## src/rtl/mac_tx_frame_scheduler_if.sv

```systemverilog
// Request/descriptor bus between NUM_REQ requesters plus the MAC frame
// generator on one side and the frame scheduler on the other.
// master: requesters/generator side. slave: the scheduler.
interface mac_tx_frame_scheduler_if #(
  parameter int NUM_REQ = 4
);
  logic [NUM_REQ-1:0]    i_req;
  logic [NUM_REQ*48-1:0] i_req_dest;
  logic [NUM_REQ*16-1:0] i_req_eth_type;
  logic [NUM_REQ*16-1:0] i_req_length;
  logic [NUM_REQ*8-1:0]  i_req_mode;
  logic                  i_tx_valid;
  logic                  o_start;
  logic [47:0]           o_dest_address;
  logic [47:0]           o_src_address;
  logic [15:0]           o_eth_type;
  logic [15:0]           o_payload_length;
  logic [7:0]            o_interrupt;
  logic [NUM_REQ-1:0]    o_grant;
  logic [NUM_REQ-1:0]    o_done;
  logic [NUM_REQ-1:0]    o_err;
  logic                  o_busy;

  modport master (
    output i_req, i_req_dest, i_req_eth_type, i_req_length, i_req_mode, i_tx_valid,
    input  o_start, o_dest_address, o_src_address, o_eth_type, o_payload_length,
           o_interrupt, o_grant, o_done, o_err, o_busy
  );

  modport slave (
    input  i_req, i_req_dest, i_req_eth_type, i_req_length, i_req_mode, i_tx_valid,
    output o_start, o_dest_address, o_src_address, o_eth_type, o_payload_length,
           o_interrupt, o_grant, o_done, o_err, o_busy
  );
endinterface

```

## src/rtl/mac_tx_frame_scheduler.sv

```systemverilog
// Frame scheduler in front of the MAC/MII frame generator.
// Arbitrates NUM_REQ requesters, latches the winner's descriptor, drives
// the generator start, tracks the frame via i_tx_valid, then enforces the
// inter-frame gap. Bad lengths and start timeouts give per-requester errors.
// Optional: define SCHED_STRICT_PRIO_EN for lowest-index-wins arbitration
// instead of round-robin.

// Per-requester length legality check.
module mac_tx_sched_lane #(
  parameter int PAYLOAD_MAX_SIZE = 1500
) (
  input  logic [15:0] len,
  output logic        len_ok
);
  assign len_ok = (len != 16'd0) && (len <= 16'(PAYLOAD_MAX_SIZE));
endmodule

module mac_tx_frame_scheduler #(
  parameter int          NUM_REQ          = 4,
  parameter int          PAYLOAD_MAX_SIZE = 1500,
  parameter int          IPG_CYCLES       = 12,
  parameter int          START_TIMEOUT    = 64,
  parameter logic [47:0] SRC_ADDRESS      = 48'h123456789ABC
) (
  input  logic                     clk,
  input  logic                     i_rst_n,
  mac_tx_frame_scheduler_if.slave  bus
);
  localparam int IDXW = (NUM_REQ > 1) ? $clog2(NUM_REQ) : 1;
  localparam int TW   = $clog2(START_TIMEOUT + 1);
  localparam int IW   = $clog2(IPG_CYCLES + 1);
  localparam logic [NUM_REQ-1:0] ONE = NUM_REQ'(1);

  typedef enum logic [2:0] {IDLE, ARB, START, TX, IPG} state_t;

  state_t                    state;
  logic [IDXW-1:0]           cur;
  logic [TW-1:0]             tcnt;
  logic [IW-1:0]             icnt;
  logic                      tx_prev;
  logic [IDXW-1:0]           win;
  logic [IDXW-1:0]           idx;
  logic [NUM_REQ-1:0]        len_ok;

  logic [NUM_REQ-1:0][47:0]  dest_a;
  logic [NUM_REQ-1:0][15:0]  type_a;
  logic [NUM_REQ-1:0][15:0]  len_a;
  logic [NUM_REQ-1:0][7:0]   mode_a;

  assign dest_a = bus.i_req_dest;
  assign type_a = bus.i_req_eth_type;
  assign len_a  = bus.i_req_length;
  assign mode_a = bus.i_req_mode;

  assign bus.o_src_address = SRC_ADDRESS;

  genvar g;
  for (g = 0; g < NUM_REQ; g++) begin : g_lane
    mac_tx_sched_lane #(.PAYLOAD_MAX_SIZE(PAYLOAD_MAX_SIZE)) u_lane (
      .len    (len_a[g]),
      .len_ok (len_ok[g])
    );
  end

`ifdef SCHED_STRICT_PRIO_EN
  // Winner select: lowest-index active request.
  always_comb begin
    win = '0;
    idx = '0;
    for (int i = NUM_REQ - 1; i >= 0; i--) begin
      idx = IDXW'(i);
      if (bus.i_req[idx]) win = idx;
    end
  end
`else
  logic [IDXW-1:0] ptr;

  // Winner select: first active request after the last winner, wrapping.
  // Scanned farthest-first so the nearest candidate overwrites.
  always_comb begin
    win = '0;
    idx = '0;
    for (int i = NUM_REQ; i >= 1; i--) begin
      idx = IDXW'((int'(ptr) + i) % NUM_REQ);
      if (bus.i_req[idx]) win = idx;
    end
  end

  // Round-robin pointer follows every arbitration winner, including rejects.
  always_ff @(posedge clk) begin
    if (!i_rst_n)
      ptr <= IDXW'(NUM_REQ - 1);
    else if (state == ARB && |bus.i_req)
      ptr <= win;
  end
`endif

  // Scheduler FSM with registered outputs.
  always_ff @(posedge clk) begin
    if (!i_rst_n) begin
      state                <= IDLE;
      cur                  <= '0;
      tcnt                 <= '0;
      icnt                 <= '0;
      tx_prev              <= 1'b0;
      bus.o_start          <= 1'b0;
      bus.o_dest_address   <= '0;
      bus.o_eth_type       <= '0;
      bus.o_payload_length <= '0;
      bus.o_interrupt      <= '0;
      bus.o_grant          <= '0;
      bus.o_done           <= '0;
      bus.o_err            <= '0;
      bus.o_busy           <= 1'b0;
    end else begin
      tx_prev     <= bus.i_tx_valid;
      bus.o_grant <= '0;
      bus.o_done  <= '0;
      bus.o_err   <= '0;
      case (state)
        IDLE: begin
          if (|bus.i_req) begin
            state      <= ARB;
            bus.o_busy <= 1'b1;
          end
        end
        ARB: begin
          if (!(|bus.i_req)) begin
            // requester withdrew before arbitration completed
            state      <= IDLE;
            bus.o_busy <= 1'b0;
          end else if (!len_ok[win]) begin
            // descriptor outputs deliberately left untouched on reject
            bus.o_err  <= ONE << win;
            state      <= IDLE;
            bus.o_busy <= 1'b0;
          end else begin
            cur                  <= win;
            bus.o_grant          <= ONE << win;
            bus.o_dest_address   <= dest_a[win];
            bus.o_eth_type       <= type_a[win];
            bus.o_payload_length <= len_a[win];
            bus.o_interrupt      <= mode_a[win];
            bus.o_start          <= 1'b1;
            tcnt                 <= '0;
            state                <= START;
          end
        end
        START: begin
          if (bus.i_tx_valid) begin
            bus.o_start <= 1'b0;
            state       <= TX;
          end else if (tcnt == TW'(START_TIMEOUT - 1)) begin
            // generator never responded: o_start has been high START_TIMEOUT clocks
            bus.o_start <= 1'b0;
            bus.o_err   <= ONE << cur;
            icnt        <= '0;
            state       <= IPG;
          end else begin
            tcnt <= tcnt + TW'(1);
          end
        end
        TX: begin
          if (tx_prev && !bus.i_tx_valid) begin
            bus.o_done <= ONE << cur;
            icnt       <= '0;
            state      <= IPG;
          end
        end
        IPG: begin
          if (icnt == IW'(IPG_CYCLES - 1)) begin
            state      <= IDLE;
            bus.o_busy <= 1'b0;
          end else begin
            icnt <= icnt + IW'(1);
          end
        end
        default: begin
          state       <= IDLE;
          bus.o_start <= 1'b0;
          bus.o_busy  <= 1'b0;
        end
      endcase
    end
  end
endmodule

```

## src/flat_wrapper.sv

```systemverilog
// flat-port wrapper written by rule: the top's interface ports become plain ports
module mac_tx_frame_scheduler_flat 
#(
  parameter int          NUM_REQ          = 4,
  parameter int          PAYLOAD_MAX_SIZE = 1500,
  parameter int          IPG_CYCLES       = 12,
  parameter int          START_TIMEOUT    = 64,
  parameter logic [47:0] SRC_ADDRESS      = 48'h123456789ABC
)
  (clk, i_rst_n, bus_i_req, bus_i_req_dest, bus_i_req_eth_type, bus_i_req_length, bus_i_req_mode, bus_i_tx_valid, bus_o_start, bus_o_dest_address, bus_o_src_address, bus_o_eth_type, bus_o_payload_length, bus_o_interrupt, bus_o_grant, bus_o_done, bus_o_err, bus_o_busy);
  mac_tx_frame_scheduler_if #(.NUM_REQ(NUM_REQ)) bus_i ();
  input  logic clk;
  input  logic i_rst_n;
  input wire logic [$bits(bus_i.i_req)-1:0] bus_i_req;
  input wire logic [$bits(bus_i.i_req_dest)-1:0] bus_i_req_dest;
  input wire logic [$bits(bus_i.i_req_eth_type)-1:0] bus_i_req_eth_type;
  input wire logic [$bits(bus_i.i_req_length)-1:0] bus_i_req_length;
  input wire logic [$bits(bus_i.i_req_mode)-1:0] bus_i_req_mode;
  input wire logic [$bits(bus_i.i_tx_valid)-1:0] bus_i_tx_valid;
  output wire logic [$bits(bus_i.o_start)-1:0] bus_o_start;
  output wire logic [$bits(bus_i.o_dest_address)-1:0] bus_o_dest_address;
  output wire logic [$bits(bus_i.o_src_address)-1:0] bus_o_src_address;
  output wire logic [$bits(bus_i.o_eth_type)-1:0] bus_o_eth_type;
  output wire logic [$bits(bus_i.o_payload_length)-1:0] bus_o_payload_length;
  output wire logic [$bits(bus_i.o_interrupt)-1:0] bus_o_interrupt;
  output wire logic [$bits(bus_i.o_grant)-1:0] bus_o_grant;
  output wire logic [$bits(bus_i.o_done)-1:0] bus_o_done;
  output wire logic [$bits(bus_i.o_err)-1:0] bus_o_err;
  output wire logic [$bits(bus_i.o_busy)-1:0] bus_o_busy;
  assign bus_i.i_req = bus_i_req;
  assign bus_i.i_req_dest = bus_i_req_dest;
  assign bus_i.i_req_eth_type = bus_i_req_eth_type;
  assign bus_i.i_req_length = bus_i_req_length;
  assign bus_i.i_req_mode = bus_i_req_mode;
  assign bus_i.i_tx_valid = bus_i_tx_valid;
  assign bus_o_start = bus_i.o_start;
  assign bus_o_dest_address = bus_i.o_dest_address;
  assign bus_o_src_address = bus_i.o_src_address;
  assign bus_o_eth_type = bus_i.o_eth_type;
  assign bus_o_payload_length = bus_i.o_payload_length;
  assign bus_o_interrupt = bus_i.o_interrupt;
  assign bus_o_grant = bus_i.o_grant;
  assign bus_o_done = bus_i.o_done;
  assign bus_o_err = bus_i.o_err;
  assign bus_o_busy = bus_i.o_busy;
  mac_tx_frame_scheduler #(.NUM_REQ(NUM_REQ), .PAYLOAD_MAX_SIZE(PAYLOAD_MAX_SIZE), .IPG_CYCLES(IPG_CYCLES), .START_TIMEOUT(START_TIMEOUT), .SRC_ADDRESS(SRC_ADDRESS)) u_core (.clk(clk), .i_rst_n(i_rst_n), .bus(bus_i));
endmodule
```

## config.mk

```make
export PLATFORM = sky130hd
export DESIGN_NAME = mac_tx_frame_scheduler_flat
export DESIGN_NICKNAME = d
export VERILOG_FILES = /design/src/rtl/mac_tx_frame_scheduler_if.sv /design/src/rtl/mac_tx_frame_scheduler.sv /design/src/flat_wrapper.sv
export SDC_FILE = /design/constraint.sdc
export NUM_CORES = 1
export LEC_CHECK = 0
export ABC_AREA = 1
export BUFFER_PORTS_ARGS = -buffer_cell sky130_fd_sc_hd__buf_2
export CAP_MARGIN = 20
export CORE_AREA = 2 2 199 201
export DETAILED_ROUTE_END_ITERATION = 8
export DIE_AREA = 0 0 201 203
export GPL_TIMING_DRIVEN = 0
export PLACE_DENSITY = 0.51
export SLEW_MARGIN = 20
export SYNTH_ARGS = -nofsm -noshare
export SYNTH_HDL_FRONTEND = slang
export SYNTH_SLANG_ARGS = --single-unit
```

## constraint.sdc

```tcl
create_clock -name clk -period 2.74 [get_ports clk]
set_input_delay 0 -clock clk [delete_from_list [all_inputs] [get_ports clk]]
set_output_delay 0 -clock clk [all_outputs]
set_load 0.01 [all_outputs]
```

==> results.py <==
metrics = {
    "sta": {
        "fmax_mhz": 405,
        "fin_crit_sh": 0.901,
        "slew_headroom": 0.448,
        "drv_slew": 0,
        "setup_violations": 0,
        "rsz0062_at_grt": "true",
        "setup_ws_ns": 0.272,
        "hold_viol": 0,
        "timing.hold.ws_ns": 0.0145,
        "skew_ns": 0.0106,
        "tns_ns": 0,
        "tightest_slew_ns": 0.820,
        "fin_crit_ns": 2.47,
    },
    "place": {
        "place_area_um2": 10600,
        "io_buffers": 459,
        "pre_cts_ws_ns": -0.330,
        "dpl.hpwl_mm": 31.2,
        "gp_congestion": 0.923,
        "placed_cells_incl_taps": 2255,
    },
    "critical_path": {
        "r2r-start": "u_core.ptr[0]",
        "path_class": "flip-flop to flip-flop",
        "cp.arrival_ns": 2.81,
        "endpoint_kind": "flip-flop",
        "critPathRequiredTime_ns": 3.09,
        "setup.worst_path.start_class": "flip-flop",
        "path_max_fanout": 10,
        "r2r_end": "u_core.bus.o_dest_address[9]",
        "rrSetupSlack_ns": 0.27,
        "reg2reg_depth": 17,
    },
    "worst_hold_path": {
        "min_from": "bus_i_req_dest[0]",
        "hold_depth": 5,
        "min_to": "u_core.bus.o_dest_address[0]",
        "hold_path_class": "input port to flip-flop",
    },
    "routing": {
        "firstDrtPassIters": 5,
        "detail_route.iter0.violations": 723,
        "remaining_drc_errors": 0,
        "vias_per_cell": 4.36,
        "dr_total_vias": 11100,
        "final_antenna_net_count": 0,
        "wl_per_cell_um": 16.5,
        "drt_wl_total_mm": 41.8,
    },
    "grt": {
        "overflow": 0,
        "first_global_vias": 11200,
        "grt_pass1_wl_mm": 62.6,
        "grt_antenna_before_repair": 2,
        "grt_max_degree": 17,
        "track_usage": 0.198,
    },
    "synth": {
        "ys_seq_area_frac": 0.326,
        "synth.distinct_cells": 32,
        "yosys-top-cells-area": "dfxtp_1 33%, nand2_1 28%, nand4_1 7.4%, a21oi_1 6.1%, buf_4 4.8%",
        "yosysTopAreaCell": "dfxtp_1",
        "yosysTopAreaCellShare": 0.326,
        "ys_ff_latch": 121,
        "ys_warn_count": 0,
        "synth_area_um2": 7440,
        "synth_cells": 1232,
        "synth_area_per_cell_um2": 6.04,
    },
    "finish": {
        "multiInputGateArea_um2": 4200,
        "fillCellCount": 4123,
        "drive_gt1_frac": 0.304,
        "fin_cells": 2539,
        "final_common_cell": "nand2_1",
        "final_cell_area_um2": 13800,
        "final_util": 0.357,
        "fin_nets": 2366,
        "area_growth_pct": 84.9,
        "mostFrequentLayoutCells": "554 x nand2_1, 491 x buf_2, 246 x dlygate4sd3_1, 120 x dfxtp_1, 91 x a21oi_1",
        "seqCellArea_um2": 2420,
    },
    "power": {
        "p_sw_mw": 2.75,
        "p_clk_frac": 0.339,
        "p_sw_frac": 0.377,
        "p_int_mw": 4.55,
        "leakagePower_nw": 6.69,
        "p_per_area_nw_per_um2": 531,
        "seqPwrFrac": 0.251,
        "irDropWorstVdd_uv": 417,
        "p_total_mw": 7.30,
        "pwr-share-comb": 0.411,
    },
    "clock_tree": {
        "cts_tree": "done",
        "cts_made_buffers": 17,
        "clk_latency_ns": 0.42,
        "cts_buffer_depth": 2,
        "htreeDepth": 4,
        "clock_sinks": 121,
        "clockRootBuffer": "clkbuf_16",
        "path_clk_slew_ns": 0.06,
    },
    "floorplan": {
        "start_util": 0.193,
        "fp.dieH_um": 203,
        "num_rows": 72,
        "core-area_um2": 38500,
        "pin_count": 509,
        "die-area_um2": 40800,
        "die_x_um": 201,
    },
    "run": {
        "cap_violations": 0,
    },
    "outcome": {
        "outcome": "completed",
    },
}
power groups by stage:
stage	Clock (mW)	Sequential [mW]	Combinational, mW
3_5_place_dp	0	1.87	2.62
3_3_place_gp	0	1.87	2.63
4_1_cts	2.54	1.83	2.97
2_1_floorplan	0	1.87	1.54
6_report	2.47	1.83	3.00
5_1_grt	2.62	1.83	3.30
state kept, by name, indices dropped and copies added, names as in the netlist, 2 cells and up:
signal,cells
u_core.icnt,4
u_core.bus.o_grant,4
u_core.bus.o_dest_address,48
u_core.bus.o_done,4
u_core.bus.o_err,4
u_core.bus.o_interrupt,8
u_core.bus.o_payload_length,16
u_core.state,3
u_core.ptr,2
u_core.cur,2
u_core.tcnt,7
u_core.bus.o_eth_type,16
layer usage:
layer | share of wire | global-route usage
met1 | 0.40 | 0.220
met2 | 0.50 | 0.366
met3 | 0.067 | 0.0472
met4 | 0.035 | 0.0717
met5 | 0.00031 | 0
cell families (layout without fill, tap and decap cells):
logic type / Yosys count / count (layout) / share of synthesized area
AO/OA/AOI/OAI: 133 / 133 / 0.0908
flip-flops: 121 / 121 / 0.326
other: 2 / 51 / 0.00101
buffers and inverters: 186 / 926 / 0.134
adder cells (fa/ha/maj): 2 / 2 / 0.00336
AND/OR/NAND/NOR: 788 / 788 / 0.445
critical path: stages (launching register included):
cell and delay, ns:
dfxtp_1 0.33, buf_6 0.14, inv_4 0.06, nand2_1 0.05, nand2_1 0.07, nand2_1 0.09
nand2_1 0.09, nor2_1 0.09, nand2_1 0.06, nand2_1 0.20, inv_2 0.12, nor2_4 0.23
buf_12 0.16, buf_2 0.24, nand2_1 0.08, nand4_1 0.18, nand2_1 0.08, a21oi_1 0.11
repair_timing:
| action | CTS | global route |
|---|---|---|
| pin swaps | 1 | 0 |
| setup endpoints to repair | 84 | 86 |
| hold buffers | 246 | 0 |
| hold endpoints to repair | 80 | 0 |
| resized for setup | 1 | 24 |
| setup buffers | 3 | 0 |
how the worst max path moves through the flow:
stage / from / endpoint / slack [ns] / cells past startpoint
after floorplan: u_core.ptr[0] / u_core.bus.o_payload_length[8] / 0.81 / 19
after global placement: u_core.ptr[1] / u_core.bus.o_dest_address[4] / -0.32 / 15
after detailed placement: u_core.ptr[1] / u_core.bus.o_dest_address[4] / -0.33 / 15
after CTS: u_core.ptr[0] / u_core.bus.o_eth_type[10] / 0.03 / 18
after global routing: u_core.ptr[0] / u_core.bus.o_dest_address[4] / -0.05 / 17
final: u_core.ptr[0] / u_core.bus.o_dest_address[9] / 0.27 / 17
final cells by class:
| class | count | share of cell area |
|---|---|---|
| Timing Repair Buffer | 708 | 0.349 |
| Tap cell | 518 | 0.0471 |
| Multi-Input combinational cell | 971 | 0.306 |
| Buffer | 114 | 0.0550 |
| Clock buffer | 21 | 0.0342 |
| Antenna cell | 3 | 0.000546 |
| Inverter | 72 | 0.0202 |
| Clock inverter | 11 | 0.0122 |
| Sequential cell | 121 | 0.176 |
synth_stat cells (all sizes together):
master and n:
conb 2, ha 2, o31ai 1, a21oi 91
nor4 1, o211ai 1, dfxtp 121, and3 1
nor3b 2, nand3 31, o21bai 1, and2 1
inv 72, o21a 1, clkbuf 16, nand2 560
nand4 88, o21ai 38, or2 2, nor3 33
nor2 69, buf 98
No activity file was read; power rests on OpenSTA's default activity.
